**src/rtl/alu_pkg.sv**
```systemverilog
// Shared types for the sequential ALU: opcode and controller state encodings,
// plus the single/multi-cycle opcode classifier.
package alu_pkg;

  typedef enum logic [3:0] {
    ALU_ADD   = 4'd0,
    ALU_SUB   = 4'd1,
    ALU_SLL   = 4'd2,
    ALU_SRL   = 4'd3,
    ALU_SRA   = 4'd4,
    ALU_AND   = 4'd5,
    ALU_OR    = 4'd6,
    ALU_NOR   = 4'd7,
    ALU_SLT   = 4'd8,
    ALU_SLTU  = 4'd9,
    ALU_ROL   = 4'd10,
    ALU_ROR   = 4'd11,
    ALU_MULLO = 4'd12,
    ALU_MULHI = 4'd13,
    ALU_DIVU  = 4'd14,
    ALU_REMU  = 4'd15
  } alu_op_e;

  typedef enum logic [1:0] {
    ST_IDLE = 2'd0,
    ST_BUSY = 2'd1,
    ST_DONE = 2'd2
  } alu_state_e;

  function automatic logic is_multicycle(alu_op_e op);
    return (op == ALU_MULLO) || (op == ALU_MULHI) ||
           (op == ALU_DIVU)  || (op == ALU_REMU);
  endfunction

endpackage

```
**src/rtl/alu_iter_muldiv.sv**
```systemverilog
// Iterative unsigned multiply (shift-add) and restoring divide, one bit per
// cycle, with a down-counter that flags the final iteration on done_o.
module alu_iter_muldiv
  import alu_pkg::*;
#(
  parameter int WIDTH = 32
) (
  input  logic             clk,
  input  logic             reset,
  input  logic             start_i,
  input  alu_op_e          op_i,
  input  logic [WIDTH-1:0] a_i,
  input  logic [WIDTH-1:0] b_i,
  output logic             done_o,
  output logic [WIDTH-1:0] result_o
);

  localparam int CNT_W = $clog2(WIDTH);
  localparam logic [CNT_W-1:0] CNT_LAST = CNT_W'(WIDTH - 1);

  logic             busy_q;
  alu_op_e          op_q;
  logic [CNT_W-1:0] cnt_q;
  logic [WIDTH-1:0] hi_q, hi_d;
  logic [WIDTH-1:0] lo_q, lo_d;
  logic [WIDTH-1:0] opnd_q;

  logic             is_div;
  logic             sel_hi;
  logic [WIDTH:0]   mul_sum;
  logic [WIDTH:0]   div_shift;
  logic [WIDTH:0]   div_diff;

  assign is_div = (op_q == ALU_DIVU) || (op_q == ALU_REMU);
  assign sel_hi = (op_q == ALU_MULHI) || (op_q == ALU_REMU);

  // hi holds the running product high word / partial remainder;
  // lo holds the multiplier bits still to consume / dividend-then-quotient.
  always_comb begin
    mul_sum   = {1'b0, hi_q} + (lo_q[0] ? {1'b0, opnd_q} : '0);
    div_shift = {hi_q, lo_q[WIDTH-1]};
    div_diff  = div_shift - {1'b0, opnd_q};
    hi_d      = hi_q;
    lo_d      = lo_q;
    if (is_div) begin
      if (!div_diff[WIDTH]) begin
        hi_d = div_diff[WIDTH-1:0];
        lo_d = {lo_q[WIDTH-2:0], 1'b1};
      end else begin
        hi_d = div_shift[WIDTH-1:0];
        lo_d = {lo_q[WIDTH-2:0], 1'b0};
      end
    end else begin
      hi_d = mul_sum[WIDTH:1];
      lo_d = {mul_sum[0], lo_q[WIDTH-1:1]};
    end
  end

  assign done_o   = busy_q && (cnt_q == '0);
  assign result_o = sel_hi ? hi_d : lo_d;

  always_ff @(posedge clk) begin
    if (reset) begin
      busy_q <= 1'b0;
      op_q   <= ALU_MULLO;
      cnt_q  <= '0;
      hi_q   <= '0;
      lo_q   <= '0;
      opnd_q <= '0;
    end else if (start_i) begin
      busy_q <= 1'b1;
      op_q   <= op_i;
      cnt_q  <= CNT_LAST;
      hi_q   <= '0;
      if ((op_i == ALU_DIVU) || (op_i == ALU_REMU)) begin
        lo_q   <= a_i;
        opnd_q <= b_i;
      end else begin
        lo_q   <= b_i;
        opnd_q <= a_i;
      end
    end else if (busy_q) begin
      hi_q <= hi_d;
      lo_q <= lo_d;
      if (cnt_q == '0) begin
        busy_q <= 1'b0;
      end else begin
        cnt_q <= cnt_q - 1'b1;
      end
    end
  end

endmodule

```
**src/rtl/alu_seq.sv**
```systemverilog
// Multi-cycle ALU for the execute stage: valid/ready request side, valid/yumi
// result side; single-cycle ops answer next cycle, mul/div go through BUSY.
//
// state | meaning
// IDLE  | no result held, ready for a request
// BUSY  | iterative mul/div in progress, requests ignored
// DONE  | result_o/flags_o valid, held until yumi_i
module alu_seq
  import alu_pkg::*;
#(
  parameter int WIDTH = 32
) (
  input  logic             clk,
  input  logic             reset,
  input  logic             valid_i,
  output logic             ready_o,
  input  logic [3:0]       op_i,
  input  logic [WIDTH-1:0] rd_i,
  input  logic [WIDTH-1:0] rs_i,
  output logic             valid_o,
  input  logic             yumi_i,
  output logic [WIDTH-1:0] result_o,
  output logic [1:0]       flags_o
);

  localparam int SHAMT_W = $clog2(WIDTH);

  alu_state_e       state_q, state_d;
  logic [WIDTH-1:0] result_q, result_d;
  logic [1:0]       flags_q, flags_d;

  alu_op_e          op;
  logic             accept;
  logic             md_start;
  logic             md_done;
  logic [WIDTH-1:0] md_result;

  logic [SHAMT_W-1:0]   shamt;
  logic [2*WIDTH-1:0]   dbl;
  logic [SHAMT_W:0]     rol_idx;
  logic [WIDTH-1:0]     single_res;

  function automatic logic [1:0] flags_of(logic [WIDTH-1:0] r);
    return {r[WIDTH-1], (r == '0)};
  endfunction

  assign op      = alu_op_e'(op_i);
  assign ready_o = (state_q == ST_IDLE) || ((state_q == ST_DONE) && yumi_i);
  assign accept  = valid_i && ready_o;

  // Rotates select a window out of the operand concatenated with itself, so
  // no shifter ever sees an amount of WIDTH.
  assign shamt   = rs_i[SHAMT_W-1:0];
  assign dbl     = {rd_i, rd_i};
  assign rol_idx = (SHAMT_W + 1)'(WIDTH) - {1'b0, shamt};

  always_comb begin
    single_res = '0;
    case (op)
      ALU_ADD:  single_res = rd_i + rs_i;
      ALU_SUB:  single_res = rd_i - rs_i;
      ALU_SLL:  single_res = rd_i << shamt;
      ALU_SRL:  single_res = rd_i >> shamt;
      ALU_SRA:  single_res = $unsigned($signed(rd_i) >>> shamt);
      ALU_AND:  single_res = rd_i & rs_i;
      ALU_OR:   single_res = rd_i | rs_i;
      ALU_NOR:  single_res = ~(rd_i | rs_i);
      ALU_SLT:  single_res = {{(WIDTH-1){1'b0}}, ($signed(rd_i) < $signed(rs_i))};
      ALU_SLTU: single_res = {{(WIDTH-1){1'b0}}, (rd_i < rs_i)};
      ALU_ROL:  single_res = dbl[rol_idx +: WIDTH];
      ALU_ROR:  single_res = dbl[{1'b0, shamt} +: WIDTH];
      default:  single_res = '0;
    endcase
  end

  always_comb begin
    state_d  = state_q;
    result_d = result_q;
    flags_d  = flags_q;
    md_start = 1'b0;
    case (state_q)
      ST_IDLE, ST_DONE: begin
        if (accept) begin
          if (is_multicycle(op)) begin
            md_start = 1'b1;
            state_d  = ST_BUSY;
          end else begin
            state_d  = ST_DONE;
            result_d = single_res;
            flags_d  = flags_of(single_res);
          end
        end else if ((state_q == ST_DONE) && yumi_i) begin
          state_d = ST_IDLE;
        end
      end
      ST_BUSY: begin
        if (md_done) begin
          state_d  = ST_DONE;
          result_d = md_result;
          flags_d  = flags_of(md_result);
        end
      end
      default: state_d = ST_IDLE;
    endcase
  end

  always_ff @(posedge clk) begin
    if (reset) begin
      state_q  <= ST_IDLE;
      result_q <= '0;
      flags_q  <= '0;
    end else begin
      state_q  <= state_d;
      result_q <= result_d;
      flags_q  <= flags_d;
    end
  end

  assign valid_o  = (state_q == ST_DONE);
  assign result_o = result_q;
  assign flags_o  = flags_q;

  alu_iter_muldiv #(
    .WIDTH(WIDTH)
  ) u_muldiv (
    .clk      (clk),
    .reset    (reset),
    .start_i  (md_start),
    .op_i     (op),
    .a_i      (rd_i),
    .b_i      (rs_i),
    .done_o   (md_done),
    .result_o (md_result)
  );

`ifndef SYNTHESIS
  a_yumi_needs_valid: assert property (@(posedge clk) disable iff (reset)
    yumi_i |-> valid_o);
  a_valid_held: assert property (@(posedge clk) disable iff (reset)
    (valid_o && !yumi_i) |=> valid_o);
`endif

endmodule

```
**config.mk**
```make
export PLATFORM = sky130hd
export DESIGN_NAME = alu_seq
export DESIGN_NICKNAME = d
export VERILOG_FILES = /design/src/rtl/alu_pkg.sv /design/src/rtl/alu_iter_muldiv.sv /design/src/rtl/alu_seq.sv
export SDC_FILE = /design/constraint.sdc
export NUM_CORES = 1
export LEC_CHECK = 0
export BUFFER_PORTS_ARGS = -buffer_cell sky130_fd_sc_hd__buf_2
export CAP_MARGIN = 20
export CORE_MARGIN = 5
export CORE_UTILIZATION = 40
export CTS_BUF_LIST = sky130_fd_sc_hd__clkbuf_8
export DETAILED_ROUTE_END_ITERATION = 12
export PLACE_DENSITY = 0.62
export SETUP_SLACK_MARGIN = 0.1
export SYNTH_ARGS = -nofsm -noshare
export SYNTH_HDL_FRONTEND = slang
export SYNTH_SLANG_ARGS = --single-unit
export TNS_END_PERCENT = 1
```
**constraint.sdc**
```tcl
create_clock -name clk -period 6.8 [get_ports clk]
set_input_delay 0.68 -clock clk [delete_from_list [all_inputs] [get_ports clk]]
set_output_delay 0.68 -clock clk [all_outputs]
set_load 0.05 [all_outputs]
```
# Word-level counts from Yosys, hierarchy flattened
# Index checks and enable logic that the tools add are counted.
[word_totals]
ff_bits = 142
in_bits = 72
out_inout_bits = 36
word_cells = 105
[op_classes]
add_sub_neg = 6
magnitude_cmp = 2
eq_ne = 25
shifts = 5
muxes = 33
bitwise_logic = 3
reduce_logical = 22
[op_table]
columns = ["op", "n"]
rows = [
  ["$mux 32", 12],
  ["$pmux 32 s12", 1],
  ["$logic_not 32->1", 2],
  ["$lt 32x32->1", 2],
  ["$pmux 32 s2", 1],
  ["$shiftx 64x6->32", 1],
  ["$shiftx 64x7->32", 1],
  ["$eq 4x4->1 const B", 11],
  ["$add 32x33->33", 1],
  ["$sub 33x32->33", 1],
  ["$add 32x32->32", 1],
  ["$and 32x32->32", 1],
  ["$not 32->32", 1],
  ["$or 32x32->32", 1],
  ["$shl 32x5->32", 1],
  ["$shr 32x5->32", 1],
  ["$sshr 32x5->32", 1],
  ["$sub 32x32->32", 1],
  ["$eq 4x3->1 const B", 4],
  ["$mux 5", 3],
  ["$mux 2", 7],
  ["$eq 4x2->1 const B", 2],
  ["$ne 2x2->1 const B", 4],
  ["$pmux 2 s2", 2],
  ["16 further kinds", 33],
]

# Longest topological paths before layout
[depth]
word_depth = 9
mapped_depth = 22
ltp_nobuf = 16

# Cells and area by module
# A second synthesis with hierarchy kept.
[hier_totals]
hier_cells = 3313
area_unflattened_um2 = 24308.3
[by_module_without_submodules]
columns = ["mod", "instances", "cells_per_inst", "area_each_um2", "seq_area_each_um2"]
rows = [
  ["alu_seq", 1, 2084, 14676.6, 700.7],
  ["alu_iter_muldiv", 1, 1229, 9631.7, 2122.0],
]

# Worst setup path after synthesis
# Ideal clock, no wire load.
[synth_timing]
kind = "input-to-reg"
from = "in rs_i[0]"
to = "reg flags_q[0], in the netlist flags_o[0]"
setup_ps = 59
t_arrival_ps = 4937
slack_ps = 1804
path_stages = 19
path_buffers = 6
cell_sequence = "buf_2 -> buf_4 -> buf_2 -> buf_2 -> buf_2 -> inv_1 -> ha_1 -> or3_1 -> clkbuf_1 -> nand2_1 -> mux2_2 -> mux2_2 -> a311o_1 -> a2111oi_2 -> nand4_1 -> or4_1 -> nor4_1 -> a31oi_1 -> nand2_1"
[synth_between]
elab_chain_cells = 7
[synth_rtl]
columns = ["element", "line_no", "text"]
rows = [
  ["start: declaration", "alu_seq.sv:19", "input logic [WIDTH-1:0] rs_i,"],
  ["$sub 6x5->6 or $or 32x32->32 (tied branches)", "alu_seq.sv:55, alu_seq.sv:66, alu_seq.sv:67", ""],
  ["$shiftx 64x7->32 or $not 32->32 (tied branches)", "alu_seq.sv:70, alu_seq.sv:67", ""],
  ["$pmux 32 s12 (*)", "alu_seq.sv:59", "case (op)"],
  ["$logic_not 32->1 (*)", "alu_seq.sv:44", "return {r[WIDTH-1], (r == '0)};"],
  ["$mux 2 (*)", "alu_seq.sv:84", "if (is_multicycle(op)) begin"],
  ["$mux 2 (*)", "alu_seq.sv:83", "if (accept) begin"],
  ["$pmux 2 s2 (*)", "alu_seq.sv:81", "case (state_q)"],
  ["end signal: assignment", "alu_seq.sv:115", "flags_q <= flags_d;"],
  ["end: declaration", "alu_seq.sv:30", "logic [1:0] flags_q, flags_d;"],
]
# Every way passes the cells marked *; elsewhere a longest branch is shown, timed or not. The select of a mux whose other input is x is not followed.
# A chain may end at the register's enable or synchronous reset.

# Worst setup path after layout
[layout_timing]
from = "reg u_muldiv.opnd_q[1]"
to = "reg flags_q[0], in the netlist flags_o[0]"
[layout_between]
elab_chain_cells = 7
[layout_rtl]
columns = ["element", "line_no", "text"]
rows = [
  ["start: declaration", "alu_iter_muldiv.sv:26", "logic [WIDTH-1:0] opnd_q;"],
  ["start signal: assignment", "alu_iter_muldiv.sv:77", "opnd_q <= b_i;"],
  ["start signal: assignment", "alu_iter_muldiv.sv:80", "opnd_q <= a_i;"],
  ["$sub 33x32->33 or $mux 32 (tied branches)", "alu_iter_muldiv.sv:42, alu_iter_muldiv.sv:40", ""],
  ["$mux 1 (tied with other cells)", "alu_iter_muldiv.sv:46", "if (!div_diff[WIDTH]) begin"],
  ["$mux 32", "alu_iter_muldiv.sv:45", "if (is_div) begin"],
  ["$mux 32 (*)", "alu_iter_muldiv.sv:60", "assign result_o = sel_hi ? hi_d : lo_d;"],
  ["$logic_not 32->1 (*)", "alu_seq.sv:44", ""],
  ["$mux 2 (*)", "alu_seq.sv:97", "if (md_done) begin"],
  ["$pmux 2 s2 (*)", "alu_seq.sv:81", ""],
]
# Marked as above.

==> flow_summary.toml <==
[run_status]
outcome = "completed"

[cells_and_area]
multi_input_area_um2 = 19130
n_fill_cell = 6239
regArea_um2 = 2826
areaGrowthSynthToFinish_pct = 6.332
drive_above_1_share = 0.1031
layout_common_cells = "nand2_1 (496), nor2_1 (327), a21oi_1 (264)"
fin_nets = 3561
final_common_cell = "nand2_1"

[cts]
clock_sinks = 141
cts_tree = "yes"
ctsResizeCount = 0
ctsHoldBuffers = 0
cts_setup_buffers = 0
cts_max_path_buffers = 2
insertion_delay_ps = 510
clk_pin_slew_ps = 100
htree_levels = 4
root_buffer = "clkbuf_8"
cts_buffers = 17

[sta]
finalSetupViolations = 0
slew_headroom = 0.1404
rsz0062_at_grt = "no"
drv_slew = 0
fin_skew_ps = 20.25
fin_crit_sh = 0.7617
fin_tns_setup_ps = 0
hold_viol = 0
hold_ws_ps = 427.1
clock.fmax_mhz = 193.1
finalCriticalPeriod_ps = 5180
worstMarginPinSlew_ps = 1276

[placement]
dp_hpwl_mm = 92.87
place_congestion = 1.071
place.port_buffers = 107

[synthesis]
seq_area_frac_synth = 0.1204
synthesis.nets = 3615
synth-seq-cells = 141
synth_cell_type_count = 95
avgSynthCellArea_um2 = 6.958
yosysWarnings = 0
synth_area_um2 = 23430
ys_async_sr_fraction = 0
synth-edff-count = 0
synth_top_flop_cell = "dfxtp_1"
syn_inst = 3368

[drt]
firstDrtPassIters = 6
vias_per_cell = 6.803
ant_nets = 0
drc = 0
drt_wl_total_mm = 119.2
routedWlPerCell_um = 29.09
vias = 27870
drt_first_iter_violations = 3883

[grt]
grt-ovfl-total = 0
grt_max_degree = 104
grt_pass1_wl_mm = 172.7
antenna_found_initial = 6
grt_pass1_vias = 25360
gr-usage-all-layers = 0.3548

[worst_setup_path]
crit_cells = 14
cpMaxStageDelayCell = "a2111oi_0"
crit_type = "flop to flop"
required_ps = 7240
cp_cell_sequence = "inv_1, ha_1, nor2b_1, o31a_1, o41ai_1, a31oi_1, o41a_1, a31oi_1, xnor2_1, mux2i_1, o21ai_0, a2111oi_0, nand4_1, nand2_1"
crit_start = "u_muldiv.opnd_q[1]"
r2r_slack_ps = 1620
crit_path_max_fanout = 6
worstPathArrival_ps = 5620
r2r_end = "flags_o[0]"
r2r-start = "u_muldiv.opnd_q[1]"
crit_path_end = "flags_o[0]"
crit_buf_inv = 1
r2r_cells = 14
cp_common_cell = "a31oi_1"
cp-start-kind = "flop"
crit_family = "compound AO/OA/AOI/OAI gates"
end_kind = "flop"
slowest_delay_ps = 960

[floorplanning]
die_x_um = 252.1
pin_count = 108
initial_core_util = 0.4046
core_area_um2 = 57920
die_y_um = 252.1
die_area_um2 = 63530
num_rows = 88

[power_and_ir_drop]
p_leak_nw = 10.26
p_comb_frac = 0.571
ir_drop_mv = 0.09571
p_seq_frac = 0.249
power.share.switching = 0.5102
intPower_mw = 1.852
switchingPower_mw = 1.929
powerDensity_nw_per_um2 = 151.7
clockPowerShare = 0.180

[worst_hold_path]
min_path_type = "input port to flop"

[run]
max_cap_violations = 0
[power groups by stage]
stage / Clock [mW] / Combinational (mW) / Sequential, mW
after floorplan: 0 / 1.33 / 0.983
after global placement: 0 / 2.08 / 0.956
after detailed placement: 0 / 2.07 / 0.957
after CTS: 0.692 / 2.08 / 0.937
after global routing: 0.727 / 2.27 / 0.945
final: 0.681 / 2.16 / 0.940
[worst register-to-register path, delay by kind of cell, from the launching register on]
family          cells  cell delay [ps]
compound gates      7             3340
simple gates        3              520
flops               1              470
fa+ha+maj           1              280
mux                 1              340
buf+inv             1               90
xor+xnor            1               90
[cells by family (layout without fill, tap and decap cells)]
| kind of cell | Yosys count | in the layout | synth area share |
|---|---|---|---|
| flip-flops | 141 | 141 | 0.1204 |
| multiplexers | 252 | 252 | 0.1306 |
| AND/OR/NAND/NOR | 1225 | 1225 | 0.2390 |
| other | 0 | 5 | 0 |
| adder cells (fa/ha/maj) | 175 | 175 | 0.09471 |
| buffers and inverters | 393 | 352 | 0.06706 |
| XOR/XNOR | 71 | 71 | 0.02653 |
| AO/OA/AOI/OAI | 1111 | 1111 | 0.3216 |
[stage by stage]
stage                       util  cells  cell area, µm²  power, mW  setup slack, ps
final                     0.4303   4097           24920      3.781             1620
after global routing      0.4301   4093           24910      3.940             1614
after CTS                 0.4298   4090           24890      3.706             1797
after detailed placement  0.4234   4058           24520      3.024             1479
after global placement    0.4232   4056           24510      3.038             1476
after floorplan                -   3368           23440      2.311             1804
[cell usage after synthesis (58+ instances only)]
| master | number | area, µm² |
|---|---|---|
| mux2i_1 | 175 | 1752 |
| a211oi_1 | 89 | 668.1 |
| nand2_1 | 496 | 1862 |
| nor3_1 | 58 | 290.3 |
| a21oi_1 | 265 | 1326 |
| clkbuf_1 | 189 | 709.4 |
| dfxtp_1 | 141 | 2823 |
| nor2_1 | 328 | 1231 |
| a311oi_1 | 65 | 569.3 |
| ha_1 | 171 | 2140 |
| o211ai_1 | 66 | 495.5 |
| o21ai_0 | 183 | 915.9 |
| nand3_1 | 66 | 330.3 |
| inv_1 | 134 | 503.0 |
[worst min-delay path by stage]
stage | start | end | slack (ps) | cells past startpoint
2_1_floorplan | u_muldiv.op_q[0] | u_muldiv.op_q[0] | 460 | 2
3_3_place_gp | result_o[27] | result_o[27] | 440 | 2
3_5_place_dp | result_o[3] | result_o[3] | 440 | 2
4_1_cts | reset | result_o[29] | 400 | 2
5_1_grt | reset | result_o[27] | 420 | 2
6_report | reset | result_o[29] | 430 | 2
[cell type report]
class | count | area share
Clock buffer | 18 | 0.009942
Sequential cell | 141 | 0.1134
Inverter | 136 | 0.02049
Multi-Input combinational cell | 2834 | 0.7676
Clock inverter | 14 | 0.004971
Tap cell | 765 | 0.03841
Antenna cell | 5 | 0.0005021
Timing Repair Buffer | 184 | 0.04464
[registers in the layout, summed over array words and instances, names as in the netlist]
name / count
u_muldiv.op_q: 4
u_muldiv.cnt_q: 5
state_q: 2
u_muldiv.opnd_q: 32
u_muldiv.busy_q: 1
flags_o: 1
u_muldiv.lo_q: 32
result_o: 32
u_muldiv.hi_q: 32
[metal layers]
layer  share of wire  GRT usage  routed length (µm)
met5         0.00024          0                  29
met4           0.076     0.2092                9029
met3            0.11    0.07896               13320
met2            0.42     0.5283               49520
met1            0.40     0.4703               47300
Note: power is estimated with default switching activity, not from simulation.
